### src/rtl/rv32i_pkg.sv
// Shared encodings for the single-cycle RV32I control/execute slice:
// opcodes, ALU control codes and datapath mux selects.
package rv32i_pkg;

  localparam int unsigned OP_W = 7;

  localparam logic [OP_W-1:0] OP_LW   = 7'b0000011;
  localparam logic [OP_W-1:0] OP_SW   = 7'b0100011;
  localparam logic [OP_W-1:0] OP_R    = 7'b0110011;
  localparam logic [OP_W-1:0] OP_IALU = 7'b0010011;
  localparam logic [OP_W-1:0] OP_BEQ  = 7'b1100011;
  localparam logic [OP_W-1:0] OP_JAL  = 7'b1101111;

  typedef enum logic [2:0] {
    ALU_ADD = 3'b000,
    ALU_SUB = 3'b001,
    ALU_AND = 3'b010,
    ALU_OR  = 3'b011,
    ALU_SLT = 3'b101
  } alu_ctrl_t;

  localparam logic [1:0] IMM_I = 2'b00;
  localparam logic [1:0] IMM_S = 2'b01;
  localparam logic [1:0] IMM_B = 2'b10;
  localparam logic [1:0] IMM_J = 2'b11;

  localparam logic [1:0] RES_ALU = 2'b00;
  localparam logic [1:0] RES_MEM = 2'b01;
  localparam logic [1:0] RES_PC4 = 2'b10;

  // Coarse ALU intent from the main decoder; FUNCT defers to funct3/bit 30.
  localparam logic [1:0] ALUOP_ADD   = 2'b00;
  localparam logic [1:0] ALUOP_SUB   = 2'b01;
  localparam logic [1:0] ALUOP_FUNCT = 2'b10;

endpackage

### src/rtl/rv32i_alu.sv
// 32-bit ALU: add/sub/and/or/signed-slt with a zero flag; unused codes give 0.
module rv32i_alu
  import rv32i_pkg::*;
#(
  parameter int unsigned XLEN = 32
) (
  input  logic [XLEN-1:0] src_a,
  input  logic [XLEN-1:0] src_b,
  input  logic [2:0]      alu_ctrl,
  output logic [XLEN-1:0] y,
  output logic            zero
);

  always_comb begin
    y = '0;
    case (alu_ctrl)
      ALU_ADD: y = src_a + src_b;
      ALU_SUB: y = src_a - src_b;
      ALU_AND: y = src_a & src_b;
      ALU_OR:  y = src_a | src_b;
      ALU_SLT: y = XLEN'($signed(src_a) < $signed(src_b));
      default: y = '0;
    endcase
  end

  assign zero = (y == '0);

endmodule

### src/rtl/rv32i_exec_ctrl.sv
// Control, execute and next-PC block of the single-cycle RV32I core.
// Only pc is registered; every other output follows instr/operands/pc combinationally.
module rv32i_exec_ctrl
  import rv32i_pkg::*;
#(
  parameter int unsigned     XLEN     = 32,
  parameter logic [XLEN-1:0] RESET_PC = '0
) (
  input  logic            clk,
  input  logic            reset,
  input  logic [XLEN-1:0] instr,
  input  logic [XLEN-1:0] rd1,
  input  logic [XLEN-1:0] rd2,
  input  logic [XLEN-1:0] imm_ext,
  input  logic [XLEN-1:0] read_data,
  output logic [XLEN-1:0] pc,
  output logic [1:0]      imm_src,
  output logic            reg_write,
  output logic            mem_write,
  output logic [XLEN-1:0] alu_result,
  output logic [XLEN-1:0] write_data,
  output logic [XLEN-1:0] result
);

  logic [OP_W-1:0] op;
  logic [2:0]      funct3;
  logic            branch;
  logic            jump;
  logic            alu_src;
  logic [1:0]      result_src;
  logic [1:0]      alu_op;
  alu_ctrl_t       alu_ctrl;
  logic [XLEN-1:0] src_b;
  logic            zero;
  logic            pc_src;
  logic [XLEN-1:0] pc_plus4;
  logic [XLEN-1:0] pc_target;
  logic [XLEN-1:0] pc_next;
  logic            unused_instr_bits;

  assign op     = instr[6:0];
  assign funct3 = instr[14:12];
  assign unused_instr_bits = ^{instr[31], instr[29:15], instr[11:7]};

  // Main decoder; unknown opcodes fall through to a side-effect-free NOP.
  always_comb begin
    reg_write  = 1'b0;
    mem_write  = 1'b0;
    branch     = 1'b0;
    jump       = 1'b0;
    imm_src    = IMM_I;
    alu_src    = 1'b0;
    result_src = RES_ALU;
    alu_op     = ALUOP_ADD;
    case (op)
      OP_LW: begin
        reg_write  = 1'b1;
        alu_src    = 1'b1;
        result_src = RES_MEM;
      end
      OP_SW: begin
        mem_write = 1'b1;
        imm_src   = IMM_S;
        alu_src   = 1'b1;
      end
      OP_R: begin
        reg_write = 1'b1;
        alu_op    = ALUOP_FUNCT;
      end
      OP_IALU: begin
        reg_write = 1'b1;
        alu_src   = 1'b1;
        alu_op    = ALUOP_FUNCT;
      end
      OP_BEQ: begin
        branch  = 1'b1;
        imm_src = IMM_B;
        alu_op  = ALUOP_SUB;
      end
      OP_JAL: begin
        jump       = 1'b1;
        reg_write  = 1'b1;
        imm_src    = IMM_J;
        result_src = RES_PC4;
      end
      default: ;
    endcase
  end

  // ALU function decode; op[5] separates R-type from I-type so addi never subtracts.
  always_comb begin
    alu_ctrl = ALU_ADD;
    case (alu_op)
      ALUOP_SUB: alu_ctrl = ALU_SUB;
      ALUOP_FUNCT: begin
        case (funct3)
          3'b000:  alu_ctrl = (op[5] && instr[30]) ? ALU_SUB : ALU_ADD;
          3'b010:  alu_ctrl = ALU_SLT;
          3'b110:  alu_ctrl = ALU_OR;
          3'b111:  alu_ctrl = ALU_AND;
          default: alu_ctrl = ALU_ADD;
        endcase
      end
      default: ;
    endcase
  end

  assign src_b = alu_src ? imm_ext : rd2;

  rv32i_alu #(.XLEN(XLEN)) u_alu (
    .src_a    (rd1),
    .src_b    (src_b),
    .alu_ctrl (alu_ctrl),
    .y        (alu_result),
    .zero     (zero)
  );

  assign pc_plus4   = pc + XLEN'(4);
  assign pc_target  = pc + imm_ext;
  assign pc_src     = (branch & zero) | jump;
  assign pc_next    = pc_src ? pc_target : pc_plus4;
  assign write_data = rd2;

  always_comb begin
    case (result_src)
      RES_MEM: result = read_data;
      RES_PC4: result = pc_plus4;
      default: result = alu_result;
    endcase
  end

  always_ff @(posedge clk or posedge reset) begin
    if (reset) pc <= RESET_PC;
    else       pc <= pc_next;
  end

endmodule

### config.mk
export PLATFORM = sky130hd
export DESIGN_NAME = rv32i_exec_ctrl
export DESIGN_NICKNAME = d
export VERILOG_FILES = /design/src/rtl/rv32i_pkg.sv /design/src/rtl/rv32i_alu.sv /design/src/rtl/rv32i_exec_ctrl.sv
export SDC_FILE = /design/constraint.sdc
export NUM_CORES = 1
export LEC_CHECK = 0
export BUFFER_PORTS_ARGS = -buffer_cell sky130_fd_sc_hd__buf_4
export CAP_MARGIN = 20
export CORE_ASPECT_RATIO = 1.4
export CORE_MARGIN = 1.5
export CORE_UTILIZATION = 55
export DETAILED_ROUTE_END_ITERATION = 8
export PLACE_DENSITY_LB_ADDON = 0.12
export SLEW_MARGIN = 20
export SYNTH_ARGS = -nofsm -noshare
export SYNTH_HDL_FRONTEND = slang
export SYNTH_HIERARCHICAL = 1
export SYNTH_SLANG_ARGS = --single-unit
### constraint.sdc
create_clock -name clk -period 7.1 [get_ports clk]
set_clock_uncertainty 0.05 [all_clocks]
set_input_delay 1.065 -clock clk [delete_from_list [all_inputs] [get_ports clk]]
set_output_delay 1.065 -clock clk [all_outputs]
set_load 0.05 [all_outputs]
==> results.py <==
metrics = {
    "sta": {
        "hold_slack_ns": 0.617,
        "rsz0062_at_grt": "yes",
        "worst_pin_slew_ns": 1.09,
        "setup_violations": 0,
        "max_slew_margin_pct": 27.5,
        "setup_ws_ns": 0.173,
        "period_needed_ns": 6.93,
        "max_freq_mhz": 144,
        "maxSlewViolCount": 0,
        "fin_crit_sh_pct": 97.6,
        "hold_viol": 0,
    },
    "die": {
        "core_sq_um": 17900,
        "dieHeight_um": 162,
        "row_count": 58,
        "start_util_pct": 55.9,
        "io_pins": 294,
        "dieArea_sq_um": 19000,
        "die_w_um": 117,
    },
    "setup_path": {
        "cp-end-kind": "output pin",
        "cp.arrival_ns": 5.81,
        "critical_path_class": "in2out",
        "critPathLaunchType": "input pin",
        "cp.required_ns": 5.98,
        "cp_max_fo": 17,
    },
    "placed_design": {
        "dp_slack_ns": 0.0665,
        "gp_congestion": 1.03,
        "port_buffers": 272,
        "place_hpwl_mm": 33.0,
    },
    "clock_tree": {
        "htreeDepth": 2,
        "numCtsBuffers": 5,
        "clk_pin_slew_ns": 0.06,
        "clk_path_buf_depth": 2,
        "cts_root_buffer": "clkbuf_16",
        "tritoncts": "done",
        "clock_latency_ns": 0.29,
        "numClockSinks": 32,
    },
    "logic_synthesis": {
        "ys_types": 99,
        "syn_avg_cell_area_sq_um": 6.96,
        "synth_fa_ha_area_share_pct": 17.2,
        "synthArstFlopShare_pct": 100,
        "synth_top_family_by_area": "compound AO/OA/AOI/OAI gates",
        "synth_ff_type": "dfrtp_1",
        "syn_area_sq_um": 9970,
        "synthSimpleGateAreaFrac_pct": 22.8,
        "synth_edf_count": 0,
        "synth_area_leader_cell": "ha_1",
        "muxShareOfSynthArea_pct": 5.37,
        "synth-compound-area-share_pct": 30.4,
        "syn_nets": 1729,
        "ys_seq_elements": 32,
        "synth_area_leaders": "ha_1 17%, dfrtp_1 8.0%, a21oi_1 6.3%, nand2_1 5.2%, o21ai_0 5.0%",
        "synthDominantCellAreaShare_pct": 16.6,
        "ys_seq_area_share_pct": 8.03,
        "yosys_warnings": 6,
        "synthCells": 1432,
        "synth-xor-area-share_pct": 6.15,
    },
    "routing": {
        "wire_per_inst_um": 21.3,
        "vias_per_cell": 6.38,
        "drt_first_iter_violations": 1101,
        "drt_pre_antenna_iters": 6,
        "ant_nets": 0,
        "vias": 12200,
        "route.detailed.drc": 0,
        "wirelength_mm": 40.7,
    },
    "job": {
        "max_cap_viol_count": 0,
    },
    "global_route": {
        "antenna_found_initial": 2,
        "grt_pass1_vias": 11500,
        "grt_start_max_net_pins": 63,
        "grt_usage_pct": 42.0,
        "grt_pass1_wl_mm": 61.5,
        "grt_overflow_total": 0,
    },
    "run_status": {
        "status": "completed",
    },
    "final_layout": {
        "antenna_cells": 0,
        "synthToLayoutAreaGrowth_pct": 25.4,
        "top_regs": "pc: 32 flops",
        "layout_common_cells": "338 x buf_4, 138 x nand2_1, 131 x ha_1, 122 x a21oi_1, 116 x nor2_1",
        "final_common_cell": "buf_4",
        "largest_reg_flops": 32,
        "drive_gt1_share_pct": 26.1,
        "post-route-util_pct": 70.1,
        "regMostFlops": "pc",
        "final_nets": 1965,
    },
    "power_and_ir_drop": {
        "powerDensity_nw_per_um2": 212,
        "leakage_nw": 6.00,
        "vdd_drop_max_uv": 128,
        "finalPower_w": 0.00265,
    },
    "min_path": {
        "hp-class": "reg2reg",
    },
}
-- synthesized netlist by cell type (8+ instances only) --
master	n
dfrtp_1	32
xnor2_1	43
buf_1	8
nand3_1	37
buf_4	36
buf_2	10
a21oi_1	126
o211ai_1	23
o21a_1	9
clkbuf_1	55
o21bai_1	8
a31oi_1	13
nand2_1	138
or3_1	11
ha_1	132
a22oi_1	30
nand2b_1	19
nor2b_1	13
o22ai_1	8
xor2_1	27
mux2_2	36
inv_1	111
o31ai_1	14
and3_1	16
mux2i_1	13
nor2_1	117
nor3_1	29
a211oi_1	21
nand4_1	18
o21ai_0	99
nor4_1	14
a21o_1	27
-- logic make-up (layout without fill, tap and decap cells) --
logic type	Yosys count	after routing
buf+inv	223	460
flops	32	32
simple gates	463	463
xor+xnor	70	70
compound gates	460	460
fa+ha+maj	135	135
mux	49	49
-- worst paths after layout --
| check | startpoint | endpoint | slack (ns) | cells after the start |
|---|---|---|---|---|
| worst max-delay path | instr[2] | result[31] | 0.17 | 22 |
| worst min-delay path | pc[11] | pc[11] | 0.62 | 3 |
| worst max register to register | pc[0] | pc[28] | 3.92 | 11 |
| worst min register to register | pc[11] | pc[11] | 0.62 | 3 |
| max in group asynchronous | reset | pc[20] | 5.80 | 3 |
| min in group asynchronous | reset | pc[2] | 0.83 | 3 |
-- critical path, cell delays in order --
cell,delay (ns)
buf_4,0.11
nor2_1,0.20
nand4b_1,0.23
a21oi_4,0.26
buf_6,0.27
mux2_2,0.42
inv_1,0.10
ha_1,0.26
buf_4,0.17
a21o_1,0.18
o21bai_1,0.16
a21oi_1,0.17
o211ai_1,0.14
a21oi_2,0.25
o211ai_1,0.17
a41oi_1,0.33
a2111oi_0,0.19
or4_1,0.51
o211ai_1,0.17
inv_1,0.10
a21oi_2,0.14
buf_4,0.22
-- per-layer routing --
metal  global-route usage (%)  wire, um  up-vias  part of all wire (%)
li1                         -         -     5607                     -
met2                     68.3     18900      684                    46
met1                     50.9     15500     5730                    38
met3                     8.00      3820      149                   9.4
met5                        0        13        -                 0.032
met4                     24.6      2500        2                   6.1
-- power breakdown --
group          leakage, nW  switching [W]  internal [W]
combinational         5.52        0.00134      0.000724
clock               0.0808      0.0000931      0.000165
sequential           0.402      0.0000945      0.000234
-- cell type report --
class / instances / area (sq um)
Tap cell: 240 / 300
Sequential cell: 32 / 801
Inverter: 111 / 417
Clock inverter: 2 / 35.0
Timing Repair Buffer: 341 / 2590
Fill cell: 1627 / 5340
Clock buffer: 6 / 129
Multi-Input combinational cell: 1177 / 8240
-- per-stage QoR --
| stage | std cells | TNS [ns] | cell area (sq um) |
|---|---|---|---|
| after floorplan | 1432 | 0 | 9990 |
| after global placement | 1900 | 0 | 12300 |
| after detailed placement | 1900 | 0 | 12300 |
| after CTS | 1908 | 0 | 12500 |
| after global routing | 1909 | -0.00393 | 12500 |
| final | 1909 | 0 | 12500 |
-- repair_timing --
| action | 4_1_cts | 5_1_grt |
|---|---|---|
| endpoints found under the setup margin | 0 | 9 |
| gates resized for setup | 0 | 6 |
| hold buffers | 0 | 0 |
| buffers inserted | 0 | 1 |
No activity file was read; power rests on OpenSTA's default activity.
